===== src/rtl/wb_align_pkg.sv =====
// Shared types and lane-mask helper for the Wishbone byte-lane aligner.
package wb_align_pkg;

   localparam int unsigned MAX_NB = 8;
   localparam int unsigned MASK_W = 2 * MAX_NB;

   typedef enum logic [1:0] {
      BYTE  = 2'd0,
      HALF  = 2'd1,
      WORD  = 2'd2,
      DWORD = 2'd3
   } size_e;

   typedef enum logic [1:0] {
      IDLE  = 2'd0,
      BEAT0 = 2'd1,
      BEAT1 = 2'd2,
      RESP  = 2'd3
   } state_e;

   // Byte-enable mask of an access, shifted by its lane offset across two beats.
   function automatic logic [MASK_W-1:0] lane_mask(input logic [1:0] size,
                                                   input logic [2:0] off,
                                                   input int unsigned nb);
      logic [MASK_W-1:0] m;
      logic [4:0]        bytes;
      bytes = 5'd1 << size;
      m     = (MASK_W'(1) << bytes) - MASK_W'(1);
      m     = m << off;
      return m & ((MASK_W'(1) << (2 * nb)) - MASK_W'(1));
   endfunction

endpackage


===== src/rtl/wb_lane_shifter.sv =====
// Combinational lane datapath: store data placement across two beats and
// load data extraction with sign/zero extension.
module wb_lane_shifter #(
   parameter int unsigned XLEN = 32
) (
   input  logic [$clog2(XLEN/8)-1:0] st_off_i,
   input  logic [1:0]                st_size_i,
   input  logic [XLEN-1:0]           st_wdata_i,
   output logic [XLEN-1:0]           st_lo_o,
   output logic [XLEN-1:0]           st_hi_o,
   input  logic [$clog2(XLEN/8)-1:0] ld_off_i,
   input  logic [1:0]                ld_size_i,
   input  logic                      ld_unsigned_i,
   input  logic [XLEN-1:0]           ld_lo_i,
   input  logic [XLEN-1:0]           ld_hi_i,
   output logic [XLEN-1:0]           ld_data_o
);

   localparam int unsigned IW = $clog2(XLEN);

   logic [XLEN-1:0]   st_trunc;
   logic [2*XLEN-1:0] st_wide;
   logic [XLEN-1:0]   ld_shr;
   logic [IW-1:0]     ld_sidx;
   logic              ld_fill;
   int unsigned       st_bits;
   int unsigned       ld_bits;

   // Access width in bits, clipped to XLEN.
   function automatic int unsigned size_bits(input logic [1:0] size);
      return ((32'd8 << size) > XLEN) ? XLEN : (32'd8 << size);
   endfunction

   always_comb begin
      st_bits  = size_bits(st_size_i);
      st_trunc = '0;
      for (int unsigned i = 0; i < XLEN; i++) begin
         st_trunc[i] = (i < st_bits) ? st_wdata_i[i] : 1'b0;
      end
      st_wide = {{XLEN{1'b0}}, st_trunc} << {st_off_i, 3'b000};
      st_lo_o = st_wide[XLEN-1:0];
      st_hi_o = st_wide[2*XLEN-1:XLEN];
   end

   always_comb begin
      ld_bits   = size_bits(ld_size_i);
      ld_shr    = XLEN'({ld_hi_i, ld_lo_i} >> {ld_off_i, 3'b000});
      ld_sidx   = IW'(ld_bits - 32'd1);
      ld_fill   = ~ld_unsigned_i & ld_shr[ld_sidx];
      ld_data_o = '0;
      for (int unsigned i = 0; i < XLEN; i++) begin
         ld_data_o[i] = (i < ld_bits) ? ld_shr[i] : ld_fill;
      end
   end

endmodule


===== src/rtl/wb_lane_aligner.sv =====
// Load/store unit to Wishbone classic aligner: splits lane-crossing accesses
// into two beats and returns extended load data over a valid/ready handshake.
module wb_lane_aligner #(
   parameter int unsigned XLEN             = 32,
   parameter int unsigned SPLIT_MISALIGNED = 1,
   parameter int unsigned TIMEOUT          = 0
) (
   input  logic                clk_i,
   input  logic                rst_n_i,
   input  logic                req_valid_i,
   output logic                req_ready_o,
   input  logic                req_we_i,
   input  logic [XLEN-1:0]     req_addr_i,
   input  logic [1:0]          req_size_i,
   input  logic                req_unsigned_i,
   input  logic [XLEN-1:0]     req_wdata_i,
   output logic                rsp_valid_o,
   output logic                rsp_err_o,
   output logic [XLEN-1:0]     rsp_rdata_o,
   output logic                cyc_o,
   output logic                stb_o,
   output logic                we_o,
   output logic [XLEN-1:0]     adr_o,
   output logic [XLEN/8-1:0]   sel_o,
   output logic [XLEN-1:0]     dat_o,
   input  logic [XLEN-1:0]     dat_i,
   input  logic                ack_i,
   input  logic                err_i
);

   import wb_align_pkg::*;

   localparam int unsigned NB = XLEN / 8;
   localparam int unsigned OW = $clog2(NB);
   localparam int unsigned MW = 2 * NB;
   localparam int unsigned CW = (TIMEOUT > 1) ? $clog2(TIMEOUT) : 1;

   state_e            state_q, state_d;
   logic [OW-1:0]     off_q, off_d;
   logic [1:0]        size_q, size_d;
   logic              uns_q, uns_d;
   logic              we_q, we_d;
   logic [NB-1:0]     sel1_q, sel1_d;
   logic [XLEN-1:0]   dat1_q, dat1_d;
   logic [XLEN-1:0]   lo_q, lo_d;
   logic [CW-1:0]     tmo_q, tmo_d;
   logic              ready_q, ready_d;
   logic              cyc_q, cyc_d;
   logic              stb_q, stb_d;
   logic [XLEN-1:0]   adr_q, adr_d;
   logic [NB-1:0]     sel_q, sel_d;
   logic [XLEN-1:0]   dat_q, dat_d;
   logic              rsp_valid_q, rsp_valid_d;
   logic              rsp_err_q, rsp_err_d;
   logic [XLEN-1:0]   rsp_rdata_q, rsp_rdata_d;

   logic [OW-1:0]     req_off;
   logic [MW-1:0]     req_mask;
   logic [NB-1:0]     req_sel0;
   logic [NB-1:0]     req_sel1;
   logic              imm_err;
   logic              bus_ack;
   logic              bus_err;
   logic              tmo_hit;
   logic [XLEN-1:0]   st_lo;
   logic [XLEN-1:0]   st_hi;
   logic [XLEN-1:0]   ld_lo;
   logic [XLEN-1:0]   ld_hi;
   logic [XLEN-1:0]   ld_data;

   assign req_off  = req_addr_i[OW-1:0];
   assign req_mask = MW'(lane_mask(req_size_i, 3'(req_off), NB));
   assign req_sel0 = req_mask[NB-1:0];
   assign req_sel1 = req_mask[MW-1:NB];
   assign imm_err  = ((XLEN == 32) && (size_e'(req_size_i) == DWORD)) ||
                     ((SPLIT_MISALIGNED == 0) && (req_sel1 != '0));

   // Terminations only count while a strobe is out; err beats ack.
   assign bus_err  = stb_q & err_i;
   assign bus_ack  = stb_q & ack_i & ~err_i;
   assign tmo_hit  = (TIMEOUT != 0) && (tmo_q == CW'(TIMEOUT - 1));

   // Beat1 always reads the high half; a single beat uses a zero high half.
   assign ld_lo = (state_q == BEAT1) ? lo_q  : dat_i;
   assign ld_hi = (state_q == BEAT1) ? dat_i : '0;

   wb_lane_shifter #(.XLEN(XLEN)) u_shifter (
      .st_off_i      (req_off),
      .st_size_i     (req_size_i),
      .st_wdata_i    (req_wdata_i),
      .st_lo_o       (st_lo),
      .st_hi_o       (st_hi),
      .ld_off_i      (off_q),
      .ld_size_i     (size_q),
      .ld_unsigned_i (uns_q),
      .ld_lo_i       (ld_lo),
      .ld_hi_i       (ld_hi),
      .ld_data_o     (ld_data)
   );

   always_comb begin
      state_d     = state_q;
      off_d       = off_q;
      size_d      = size_q;
      uns_d       = uns_q;
      we_d        = we_q;
      sel1_d      = sel1_q;
      dat1_d      = dat1_q;
      lo_d        = lo_q;
      tmo_d       = tmo_q;
      cyc_d       = cyc_q;
      stb_d       = stb_q;
      adr_d       = adr_q;
      sel_d       = sel_q;
      dat_d       = dat_q;
      rsp_valid_d = 1'b0;
      rsp_err_d   = 1'b0;
      rsp_rdata_d = '0;

      case (state_q)
         IDLE: begin
            if (req_valid_i && ready_q) begin
               off_d  = req_off;
               size_d = req_size_i;
               uns_d  = req_unsigned_i;
               if (imm_err) begin
                  state_d     = RESP;
                  rsp_valid_d = 1'b1;
                  rsp_err_d   = 1'b1;
               end else begin
                  state_d = BEAT0;
                  we_d    = req_we_i;
                  cyc_d   = 1'b1;
                  stb_d   = 1'b1;
                  adr_d   = {req_addr_i[XLEN-1:OW], {OW{1'b0}}};
                  sel_d   = req_sel0;
                  dat_d   = req_we_i ? st_lo : '0;
                  sel1_d  = req_sel1;
                  dat1_d  = req_we_i ? st_hi : '0;
                  tmo_d   = '0;
               end
            end
         end
         BEAT0, BEAT1: begin
            tmo_d = tmo_q + CW'(1);
            if (bus_err || tmo_hit ||
                (bus_ack && ((state_q == BEAT1) || (sel1_q == '0)))) begin
               state_d     = RESP;
               cyc_d       = 1'b0;
               stb_d       = 1'b0;
               we_d        = 1'b0;
               adr_d       = '0;
               sel_d       = '0;
               dat_d       = '0;
               rsp_valid_d = 1'b1;
               rsp_err_d   = ~bus_ack;
               rsp_rdata_d = (bus_ack && !we_q) ? ld_data : '0;
            end else if (bus_ack) begin
               state_d = BEAT1;
               adr_d   = adr_q + XLEN'(NB);
               sel_d   = sel1_q;
               dat_d   = dat1_q;
               lo_d    = dat_i;
               tmo_d   = '0;
            end
         end
         RESP: begin
            state_d = IDLE;
         end
         default: begin
            state_d = IDLE;
         end
      endcase

      ready_d = (state_d == IDLE);
   end

   always_ff @(posedge clk_i or negedge rst_n_i) begin
      if (!rst_n_i) begin
         state_q     <= IDLE;
         off_q       <= '0;
         size_q      <= '0;
         uns_q       <= 1'b0;
         we_q        <= 1'b0;
         sel1_q      <= '0;
         dat1_q      <= '0;
         lo_q        <= '0;
         tmo_q       <= '0;
         ready_q     <= 1'b1;
         cyc_q       <= 1'b0;
         stb_q       <= 1'b0;
         adr_q       <= '0;
         sel_q       <= '0;
         dat_q       <= '0;
         rsp_valid_q <= 1'b0;
         rsp_err_q   <= 1'b0;
         rsp_rdata_q <= '0;
      end else begin
         state_q     <= state_d;
         off_q       <= off_d;
         size_q      <= size_d;
         uns_q       <= uns_d;
         we_q        <= we_d;
         sel1_q      <= sel1_d;
         dat1_q      <= dat1_d;
         lo_q        <= lo_d;
         tmo_q       <= tmo_d;
         ready_q     <= ready_d;
         cyc_q       <= cyc_d;
         stb_q       <= stb_d;
         adr_q       <= adr_d;
         sel_q       <= sel_d;
         dat_q       <= dat_d;
         rsp_valid_q <= rsp_valid_d;
         rsp_err_q   <= rsp_err_d;
         rsp_rdata_q <= rsp_rdata_d;
      end
   end

   assign req_ready_o = ready_q;
   assign rsp_valid_o = rsp_valid_q;
   assign rsp_err_o   = rsp_err_q;
   assign rsp_rdata_o = rsp_rdata_q;
   assign cyc_o       = cyc_q;
   assign stb_o       = stb_q;
   assign we_o        = we_q;
   assign adr_o       = adr_q;
   assign sel_o       = sel_q;
   assign dat_o       = dat_q;

endmodule


===== config.mk =====
export PLATFORM = sky130hd
export DESIGN_NAME = wb_lane_aligner
export DESIGN_NICKNAME = d
export VERILOG_FILES = /design/src/rtl/wb_align_pkg.sv /design/src/rtl/wb_lane_shifter.sv /design/src/rtl/wb_lane_aligner.sv
export SDC_FILE = /design/constraint.sdc
export NUM_CORES = 1
export LEC_CHECK = 0
export ABC_CLOCK_PERIOD_IN_PS = 2300
export CORE_MARGIN = 1.5
export CORE_UTILIZATION = 50
export DETAILED_ROUTE_END_ITERATION = 16
export PLACE_DENSITY = 0.9
export SLEW_MARGIN = 30
export SYNTH_ARGS = -nofsm -noshare
export SYNTH_HDL_FRONTEND = slang
export SYNTH_SLANG_ARGS = --single-unit

===== constraint.sdc =====
create_clock -name clk_i -period 2.3 [get_ports clk_i]
set_input_delay 0.69 -clock clk_i [delete_from_list [all_inputs] [get_ports clk_i]]
set_output_delay 0.69 -clock clk_i [all_outputs]
set_load 0.03 [all_outputs]

* After elaboration in Yosys (flattened, before gate mapping)
Cells that the tools add are included.
Word-level totals: register bits 180, bits in latches 0, RAM bits 0, ROM bits 0, input bits 105, output and inout bits 106, word-level logic and storage cells 234, memories 0
Cells by class: $add $sub $neg 3, multipliers 0, divide/modulo/power cells 0, order comparisons 67, equal/unequal tests 8, shifts and indexed selects 7, mux-type cells 108, bitwise gates (word level) 9, reduce and logical (&&, ||, !) cells 16
Operators by type and width (count):
- 5-bit by 32-bit less-than comparator with 1-bit output (first input constant) | 32
- 32-bit 2-to-1 mux | 17
- 4-bit by 32-bit less-than comparator with 1-bit output (first input constant) | 16
- 3-bit by 32-bit less-than comparator with 1-bit output (first input constant) | 8
- 1-bit by 32-bit less-than comparator with 1-bit output (first input constant) | 4
- 2-bit by 32-bit less-than comparator with 1-bit output (first input constant) | 4
- 32-bit case mux with 2 select lines | 2
- 1-bit 2-to-1 mux | 74
- 32-bit by 6-bit greater-than comparator with 1-bit output (second input constant) | 2
- 32-bit by 5-bit << shifter with 64-bit output | 1
- 4-bit by 2-bit << shifter with 32-bit output (first input constant) | 2
- 64-bit by 5-bit >> shifter with 32-bit output | 1
- 32-bit by 3-bit adder with 32-bit output (second input constant) | 1
- 4-bit 2-to-1 mux | 4
- 1-bit by 5-bit << shifter with 16-bit output (first input constant) | 1
- 16-bit by 2-bit << shifter with 8-bit output | 1
- 16-bit by 2-bit subtractor with 16-bit output (second input constant) | 1
- 2-bit 2-to-1 mux | 4
- 1-bit case mux with 2 select lines | 4
- 4-bit case mux with 2 select lines | 1
- 4-bit AND reduction | 2
- 2-bit equality test (second input constant) | 3
- 5-bit by 6-bit less-than comparator with 1-bit output (second input constant) | 1
- 2-bit inequality test (second input constant) | 3
- 17 further kinds | 29

* Depth between registers and ports, before layout
Gate-level depths: netlist of run 1.
word-level depth 11, mapped depth 10, mapped depth without buffers 7

* By module
From an unflattened synthesis of run 1, not the netlist that was laid out.
Second synthesis, totals: cells, all modules 1136, area, all modules 10577.6 um^2
Modules (own cells, without submodules):
- wb_lane_aligner | instances 1, cells an instance 831, area each 8580.7 um^2, sequential area each 4455.5 um^2
- wb_lane_shifter | instances 1, cells an instance 305, area each 1996.9 um^2, sequential area each 0.0 um^2

* Worst setup path after synthesis of run 1
Ideal clock, no wire load.
kind register -> register, start reg adr_q[2] (netlist: adr_o[2]), end reg adr_q[24] (netlist: adr_o[24]), setup time 70 ps, arrival time 2084 ps, data required time 2230 ps, path slack 146 ps, cell stages (with the launch flop) 7, buffers on the path 0, clock period less this slack 2154 ps, cell sequence dfrtp_1 -> ha_1 -> nand3_1 -> nor4_4 -> nand2_1 -> or4_1 -> nand3_1
On the way: longest elaborated chain between the ends 4
Ends and longest elaborated chain:
- start: declaration | line wb_lane_aligner.sv:50 | logic [XLEN-1:0] adr_q, adr_d;
- start signal: assignment | line wb_lane_aligner.sv:211 | adr_q <= adr_d;
- 32-bit by 3-bit adder with 32-bit output | line wb_lane_aligner.sv:160 | adr_d = adr_q + XLEN'(NB);
- 32-bit 2-to-1 mux | line wb_lane_aligner.sv:158 | end else if (bus_ack) begin
- 32-bit 2-to-1 mux | line wb_lane_aligner.sv:146 | if (bus_err || tmo_hit ||
- 32-bit case mux with 2 select lines | line wb_lane_aligner.sv:120 | case (state_q)
No other way between the ends. The select of a mux whose other input is x is not followed. A chain may end at the register's enable or synchronous reset.

* Worst setup path in the final report of run 1
start reg state_q[0], end reg adr_q[30] (netlist: adr_o[30])
On the way: longest elaborated chain between the ends 6, elaborated cells between the ends (all ways) 14, classes of those cells 5 x eq/ne; 2 x mux; 7 x reduce/logical
Ends and longest elaborated chain:
- start: declaration | line wb_lane_aligner.sv:38 | state_e state_q, state_d;
- start signal: assignment | line wb_lane_aligner.sv:199 | state_q <= state_d;
- 2-bit equality test | line wb_lane_aligner.sv:120, wb_lane_aligner.sv:147
- 1-bit logical OR | line wb_lane_aligner.sv:147 | (bus_ack && ((state_q == BEAT1) || (sel1_q == '0)))) begin
- 1-bit logical AND | line wb_lane_aligner.sv:147
- 1-bit logical OR | line wb_lane_aligner.sv:146
- 3-bit inequality test (no source line) / 32-bit 2-to-1 mux (equally long branches)
- 4-bit AND reduction (no source line) / 32-bit case mux with 2 select lines (equally long branches)
Several ways; a longest one is shown, not always the timed one.

==> results.yml, run 1 <==
outcome:
  status: "finished, violations left"
  violations: "setup timing"
sta:
  fin_skew_ns: 0.00934
  post-route-min-period_ns: 2.37
  slew_viol_final: 0
  rsz0062_at_grt: "yes"
  finalHoldViolCount: 0
  whs_ns: 0.154
  fin_crit_sh_pct: 103
  worstMarginPinSlew_ns: 0.653
  setup_slack_ns: -0.0735
  fmax_mhz: 421
  maxSlewHeadroom_pct: 56.3
  setup_viol: 12
floorplanning:
  die_width_um: 141
  core_area_mm2: 0.0186
  dieHeight_um: 141
  initial_core_util_pct: 50.9
  row_count: 50
  dieArea_mm2: 0.0198
  io_pins: 211
drt:
  drc: 0
  vias: 9480
  wirelength_um: 30900
  post_drt_wl_per_cell_um: 21.1
  antenna_left: 0
  initialDrtViolationCount: 892
  via_per_inst: 6.48
  dr.pass1.iters: 8
clock_tree:
  postCtsHoldBufs: 0
  tritoncts: "yes"
  cts-root-buf: "clkbuf_16"
  cts_sinks: 170
  clock_latency_ns: 0.44
  worst_setup_hold_path_clk_slew_ns: 0.07
  cts_made_buffers: 17
  htreeDepth: 4
  clock_path_buffers: 2
synth:
  synth_warnings: 0
  synth_top_area_share_pct: 44.5
  ys_seq_area_share_pct: 44.8
  synth-seq-cells: 170
  post-synth-top-count-cell: "dfrtp_1"
  yosys.area.top_type: "dfrtp_1"
  syn-mean-instance-area_um2: 9.99
  netlist_area_mm2: 0.00950
  synth_area_leaders: "dfrtp_1, mux2_2, nand2_1, o21ai_0, mux4_2"
  synth-edff-count: 0
  ys_types: 73
  synth_cells: 951
  synthTopCellsByCount: "dfrtp_1, nand2_1, o21ai_0"
  ys.flop_type: "dfrtp_1"
  async_reset_ff_share_pct: 100
power:
  combPwrFrac_pct: 58.2
  intPower_w: 0.0106
  clkPwrFrac_pct: 14.7
  p_leak_nw: 5.68
  switchingPower_w: 0.00876
  p_seq_share_pct: 27.1
  power_w: 0.0194
  ir_drop_mv: 0.811
  p_per_area_mw_per_mm2: 1460
  swShare_pct: 45.1
place:
  place_congestion: 0.951
  hpwl_um: 21200
  port_buffers: 208
job:
  cap_violations: 0
global_routing:
  grt_antenna_before_repair: 0
  grt_pass1_vias: 9146
  overflow: 0
  grt_usage_pct: 30.1
  grt_pass1_wl_um: 47200
  grt_max_degree: 53
critical_path:
  max_stage_delay_ns: 0.41
  worst_setup_path_end_kind: "flop"
  cp.arrival_ns: 2.70
  crit_chain: "inv_2 -> buf_4 -> ha_4 -> nand4b_2 -> or3_4 -> nor3_4 -> nand3_4 -> o311ai_4"
  critical_path_class: "flop to flop"
  critPathBufInv: 2
  cp_max_fo: 4
  crit_path_top_delay_cell: "dfrtp_1"
  cpLargestDelayFamily: "simple AND/OR/NAND/NOR gates"
  required_ns: 2.62
  crit_path_start_kind: "flop"
final_layout:
  final_util_pct: 71.4
  synthToLayoutAreaGrowth_pct: 40.2
  antennaDiodeCount: 0
  drive_above_1_share_pct: 22.6
  nFillCells: 1186
  fin_nets: 1327
min_path:
  hold_path_class: "primary input to asynchronous set/reset pin"
==> cell type report <==
cell class | instances | area (um2) | area share [%]
repair buffers | 318 | 3040 | 22.8
flip-flops and latches | 170 | 4260 | 32.0
clock buffers | 19 | 453 | 3.40
clock inverters | 13 | 133 | 0.996
inverters | 20 | 75.1 | 0.564
multi-input cells | 689 | 5060 | 38.0
well taps | 234 | 293 | 2.20
==> metal layers <==
layer,track usage (%),vias to the layer above,share of wire (%)
met4,12.5,0,4.2
met3,6.52,137,9.1
met2,49.5,634,49
met5,0,-,0
li1,-,4094,-
met1,38.7,4615,38
==> registers in the layout (all words and copies together), names as in the netlist <==
signal,flops
uns_q,1
off_q,2
sel1_q,4
dat1_q,24
rsp_err_o,1
dat_o,32
sel_o,4
lo_q,32
req_ready_o,1
state_q,2
stb_o,1
size_q,2
rsp_valid_o,1
rsp_rdata_o,32
adr_o,30
we_o,1
==> cells in the final DEF, fill, tap and decap left out, drive strengths merged, types with 6 or more instances in the layout <==
cell           count
o311ai            10
a2bb2oi           16
a32oi             14
dlygate4sd2        9
a21oi             36
ha                 6
a22oi             26
clkbuf            19
or3                6
nand3             26
a22o              17
mux4              14
mux2              61
nor2              63
o21ai             87
a221o              9
clkdlybuf4s50    189
dfrtp            169
dlymetal6s2s       9
nand2            111
and2              11
nand2b             7
inv               25
nor3              14
a211oi            22
nor2b             18
nor3b              6
buf              111
a221oi            17
and3              10
nor4               7
mux2i             20
o211ai             8
==> stage by stage <==
| stage | worst slack [ns] | instance area [um2] | TNS [ns] | std cells |
|---|---|---|---|---|
| floorplan | 0.146 | 9500 | 0 | 952 |
| global placement | -0.360 | 12400 | -27.32 | 1426 |
| detailed placement | -0.447 | 12400 | -33.65 | 1426 |
| CTS | 0.00359 | 13100 | 0 | 1459 |
| global route | -0.105 | 13300 | -1.49 | 1463 |
| finish | -0.0735 | 13300 | -0.375 | 1463 |
==> power by group through the flow <==
stage	Clock [W]	Combinational (W)	Sequential [W]
floorplan	0	0.00541	0.00618
global placement	0	0.0102	0.00514
detailed placement	0	0.0106	0.00522
CTS	0.00288	0.0107	0.00518
global route	0.00301	0.0120	0.00539
finish	0.00286	0.0113	0.00525
==> final timing paths <==
| kind | start | endpoint | slack, ns | cells past startpoint |
|---|---|---|---|---|
| max in group asynchronous | rst_n_i | rsp_rdata_o[9] | 1.53 | 2 |
| max | state_q[0] | adr_o[30] | -0.07 | 8 |
| min reg2reg | dat1_q[9] | dat1_q[9] | 0.48 | 2 |
| max reg2reg | state_q[0] | adr_o[30] | -0.07 | 8 |
| min | rst_n_i | lo_q[3] | 0.15 | 1 |
| min in group clk_i | dat1_q[9] | dat1_q[9] | 0.48 | 2 |
==> kinds of logic after synthesis <==
kind of cell | synth area share [%]
simple gates | 15.8
compound gates | 21.6
flops | 44.8
mux | 12.7
buf+inv | 4.35
fa+ha+maj | 0.790
other cells | 0.0395
==> repair_timing <==
action / CTS / global route
pin swaps: 1 / 10
hold endpoints to repair: 0 / 0
resized for setup: 16 / 43
endpoints found under the setup margin: 27 / 62
cloned: 0 / 1
buffers inserted: 1 / 3
Note: power is estimated with default switching activity, not from simulation.
==> run 2, diff against run 1 <==
PLACE_DENSITY = 0.89   (was 0.9)
SYNTH_HIERARCHICAL = 1   (was unset)
==> run 2 against run 1 <==
  * The run still ends with setup timing left
  * Critical endpoint is now rsp_rdata_o[14]
  * Combinational power fell by 95%
  * Sequential share of layout area decreased by 0.62 points
  * Critical path depth is 1 lower
  * Largest cell class unchanged
  * Power is 66% lower
  * Cell count rose by 13%
  * Routed wire length is 5.2% higher
  * Non-clock buffer count unchanged
==> results.yml, run 2 <==
clock_tree:
  worst_setup_hold_path_clk_slew_ns: 0.08
  postCtsHoldBufs: 0
  htreeDepth: 4
  tritoncts: "yes"
  cts_made_buffers: 17
  clock_path_buffers: 2
  clock_latency_ns: 0.44
  cts-root-buf: "clkbuf_16"
  cts_sinks: 178
global_routing:
  grt_usage_pct: 30.2
  grt_antenna_before_repair: 1
  grt_max_degree: 68
  overflow: 0
  grt_pass1_vias: 9931
  grt_pass1_wl_um: 52200
power:
  intPower_w: 0.00486
  clkPwrFrac_pct: 43.4
  p_leak_nw: 6.67
  p_seq_share_pct: 47.7
  swShare_pct: 25.8
  combPwrFrac_pct: 8.8
  switchingPower_w: 0.00169
  ir_drop_mv: 0.484
  p_per_area_mw_per_mm2: 461
synth:
  synth_cells: 1128
  synth_warnings: 6
  netlist_area_mm2: 0.0105
  syn-mean-instance-area_um2: 9.33
sta:
  fmax_mhz: 432
  slew_viol_final: 0
  fin_skew_ns: 0.0141
  finalHoldViolCount: 0
  setup_slack_ns: -0.0167
  fin_crit_sh_pct: 101
  rsz0062_at_grt: "yes"
  worstMarginPinSlew_ns: 0.936
  setup_viol: 2
  post-route-min-period_ns: 2.32
  whs_ns: 0.161
  maxSlewHeadroom_pct: 37.3
critical_path:
  cp.arrival_ns: 2.65
  crit_path_start_kind: "flop"
  critical_path_class: "flop to flop"
  required_ns: 2.63
  cp_max_fo: 8
  worst_setup_path_end_kind: "flop"
place:
  place_congestion: 0.945
  dp_cells: 1619
  hpwl_um: 23200
  port_buffers: 208
drt:
  dr.pass1.iters: 7
  post_drt_wl_per_cell_um: 19.6
  initialDrtViolationCount: 1021
  via_per_inst: 6.03
  vias: 9998
  drc: 0
  antenna_left: 0
  wirelength_um: 32500
final_layout:
  layout_common_cells: "clkdlybuf4s50_1, dfrtp_1, nor2_1"
  fin_nets: 1484
  final_common_cell: "clkdlybuf4s50_1"
  synthToLayoutAreaGrowth_pct: 35.1
  final_cells: 1658
  nFillCells: 1476
  drive_above_1_share_pct: 18.3
job:
  cap_violations: 0
floorplanning:
  row_count: 52
  initial_core_util_pct: 51.5
  die_width_um: 148
  core_area_mm2: 0.0204
  io_pins: 211
  dieHeight_um: 148
  dieArea_mm2: 0.0219
min_path:
  hold_path_class: "primary input to asynchronous set/reset pin"
outcome:
  violations: "setup timing"
  status: "finished, violations left"
[run 2: changes by cell type in the layout (fill, tap and decap cells not counted), moves of 11 or more]
cell and change:
a221oi_1 -15, a221oi_2 +32, a22oi_1 -16, a2bb2oi_1 -15, and2_1 +64, mux2_1 +32
mux2_2 -17, mux4_2 -11, nand3_1 +19, nand4_1 +12, nor2_1 +58, o21ai_1 +19
[run 2: worst max-delay path, stage by stage (launching register included)]
cell     delay [ns]
dfrtp_1        0.44
ha_4           0.26
mux2_4         0.32
mux4_2         0.50
nor3b_4        0.18
o21ai_4        0.22
o21ai_1        0.12
and2_1         0.15
[run 2: path summary, 6_finish.rpt]
kind,slack (ns),from,depth (start not counted),end
min in group clk_i,0.48,lo_q[30],1,lo_q[30]
hold reg to reg,0.48,lo_q[30],1,lo_q[30]
setup reg to reg,-0.02,state_q[1],7,rsp_rdata_o[14]
max in group asynchronous,1.46,rst_n_i,2,lo_q[29]
setup / recovery,-0.02,state_q[1],7,rsp_rdata_o[14]
hold / removal,0.16,rst_n_i,1,lo_q[19]
[run 2: repair_timing]
item	4_1_cts	5_1_grt
resized for setup	21	29
gates cloned	1	0
pin swaps	2	1
hold endpoints to repair	0	0
setup endpoints to repair	53	50
setup buffers	5	0
[run 2: power by group through the flow]
stage          combinational [W]  clock (W)  sequential, W
6_report                0.000579    0.00284        0.00313
3_5_place_dp            0.000565          0        0.00319
4_1_cts                 0.000569    0.00288        0.00313
5_1_grt                 0.000623    0.00301        0.00313
3_3_place_gp            0.000561          0        0.00319
2_1_floorplan           0.000182          0        0.00319
[run 2: metrics by stage]
step                      total power [W]  TNS, ns  worst slack [ns]  utilization [%]  cell area [um2]
after global routing              0.00676    -1.28            -0.104             69.6            14200
after detailed placement          0.00375   -33.55            -0.462             66.0            13500
after CTS                         0.00657   -0.226           -0.0603             69.1            14100
after global placement            0.00375   -24.17            -0.359             66.0            13500
after floorplan                   0.00337   -0.552           -0.0731                -            10600
final                             0.00655  -0.0296           -0.0167             69.6            14200
[run 2: metal layers]
layer / up-vias / global-route usage (%) / share of wire (%)
met5: - / 0 / 0
met4: 0 / 12.2 / 3.9
met3: 98 / 5.77 / 7.3
met2: 511 / 47.9 / 47
met1: 4865 / 41.0 / 42
li1: 4524 / - / -
[run 2: layout make-up]
class | count | area [um2] | share of cell area, %
well taps | 270 | 338 | 2.38
inverters | 18 | 67.6 | 0.475
multi-input cells | 841 | 5660 | 39.8
clock inverters | 13 | 133 | 0.933
flip-flops and latches | 178 | 4460 | 31.3
clock buffers | 19 | 433 | 3.04
repair buffers | 318 | 3130 | 22.0
diodes | 1 | 2.50 | 0.0176
==> run 3, diff against run 2 <==
--- a/constraint.sdc
+++ b/constraint.sdc
@@ -3,2 +3,2 @@
 set_output_delay 0.69 -clock clk_i [all_outputs]
-set_load 0.03 [all_outputs]
+set_load 0.005 [all_outputs]
==> run 3 against run 2 <==
  * Non-clock buffer count rose by 3
  * Sequential share of layout area barely moved
  * Clock power barely moved
  * Sequential power barely moved
  * Critical path type unchanged
  * The flow still finishes with violations (setup timing)
  * Clock skew fell by 0.0037 ns
  * Die area did not move
==> results.yml, run 3 (synthesis results as in run 2) <==
final_layout:
  synthToLayoutAreaGrowth_pct: 35.1
  fin_nets: 1487
  layout_common_cells: "clkdlybuf4s50_1, dfrtp_1, nor2_1"
  nFillCells: 1499
  final_common_cell: "clkdlybuf4s50_1"
  final_util_pct: 69.6
  drive_above_1_share_pct: 18.9
floorplanning:
  dieHeight_um: 148
  dieArea_mm2: 0.0219
  die_width_um: 148
  core_area_mm2: 0.0204
  row_count: 52
  io_pins: 211
  initial_core_util_pct: 51.5
outcome:
  violations: "setup timing"
  status: "finished, violations left"
job:
  cap_violations: 0
critical_path:
  crit_chain: "inv_2 -> ha_4 -> mux2_4 -> mux4_2 -> nor3b_4 -> o21ai_2 -> buf_4 -> o21ai_1 -> and2_1"
  crit_path_start_kind: "flop"
  required_ns: 2.62
  max_stage_delay_ns: 0.50
  critPathBufInv: 2
  cp_max_fo: 7
  cp.arrival_ns: 2.70
  worst_setup_path_end_kind: "flop"
  crit_path_top_delay_cell: "mux4_2"
  critical_path_class: "flop to flop"
  cpLargestDelayFamily: "multiplexers"
clock_tree:
  cts-root-buf: "clkbuf_16"
  tritoncts: "yes"
  clock_latency_ns: 0.44
  cts_sinks: 178
  clock_path_buffers: 2
  postCtsHoldBufs: 0
  cts_made_buffers: 17
  htreeDepth: 4
  worst_setup_hold_path_clk_slew_ns: 0.07
power:
  p_per_area_mw_per_mm2: 461
  ir_drop_mv: 0.510
  p_leak_nw: 6.42
drt:
  dr.pass1.iters: 5
  initialDrtViolationCount: 955
  post_drt_wl_per_cell_um: 19.6
  drc: 0
  antenna_left: 0
  via_per_inst: 6.04
  wirelength_um: 32500
  vias: 10000
sta:
  setup_slack_ns: -0.0858
  slew_viol_final: 0
  maxSlewHeadroom_pct: 36.0
  finalHoldViolCount: 0
  fin_skew_ns: 0.0104
  fin_crit_sh_pct: 104
  worstMarginPinSlew_ns: 0.955
  setup_viol: 8
  rsz0062_at_grt: "yes"
  post-route-min-period_ns: 2.39
  fin_tns_setup_ns: -0.483
  fmax_mhz: 419
min_path:
  hold_path_class: "primary input to asynchronous set/reset pin"
global_routing:
  grt_pass1_vias: 9650
  grt_usage_pct: 29.8
  grt_pass1_wl_um: 51500
  overflow: 0
  grt_max_degree: 68
  grt_antenna_before_repair: 1
place:
  place_congestion: 0.945
  hpwl_um: 22900
  dp_slack_ns: -0.482
  port_buffers: 208
## run 3: cell types whose count changed in the layout (fill, tap and decap cells not counted), moves of 2 or more
cell,delta
buf_4,+2
buf_6,+2
clkdlybuf4s50_1,+26
dlygate4sd2_1,-13
clkbuf_1,-2
inv_8,-4
o21ai_4,-2
clkinv_2,+3
o21ai_2,+3
dlymetal6s2s_1,-13
## run 3: cell type report
class	instances	area, um2	area share (%)
clock buffer	17	425	2.99
antenna	1	2.50	0.0176
timing repair buffer	321	3130	22.0
inverter	18	67.6	0.475
multi-input combinational	841	5650	39.7
tap	270	338	2.38
sequential	178	4460	31.3
clock inverter	15	149	1.05
## run 3: metal layers
layer  routed length [um]  track usage [%]  part of all wire, %  vias up
li1                     -                -                    -     4531
met1                13500             40.3                   41     4813
met2                15000             46.9                   46      589
met3                 2760             6.01                  8.5       99
met4                 1310             12.3                  4.0        0
met5                    0                0                    0        -
## run 3: final timing paths
path	from	endpoint	slack, ns	depth (start not counted)
setup / recovery	state_q[0]	rsp_rdata_o[15]	-0.09	9
max in group asynchronous	rst_n_i	lo_q[30]	1.45	2
hold / removal	rst_n_i	dat1_q[26]	0.17	1
min in group clk_i	lo_q[30]	lo_q[30]	0.48	1
hold reg to reg	lo_q[30]	lo_q[30]	0.48	1
setup reg to reg	state_q[0]	rsp_rdata_o[15]	-0.09	9
## run 3: power breakdown
part	total (W)	switching [W]	leakage, nW	internal [W]
clock network	0.00286	0.00134	0.279	0.00152
logic	0.000575	0.000292	3.68	0.000283
registers	0.00313	0	2.47	0.00313
total	0.00656	0.00163	6.42	0.00493
## run 3: what timing repair did
action,4_1_cts,5_1_grt
setup endpoints to repair,37,41
pin swaps,2,4
endpoints found under the hold margin,0,0
setup buffers,4,3
resized for setup,8,15
gates cloned,1,0
## run 3: through the flow
step	instance area [um2]	hold slack [ns]	power (W)	instances
after floorplan	10600	0.394	0.00337	1136
after global placement	13500	0.462	0.00375	1620
after detailed placement	13500	0.468	0.00375	1620
after CTS	14100	0.169	0.00660	1657
after global routing	14200	0.185	0.00676	1661
final	14200	0.171	0.00656	1661
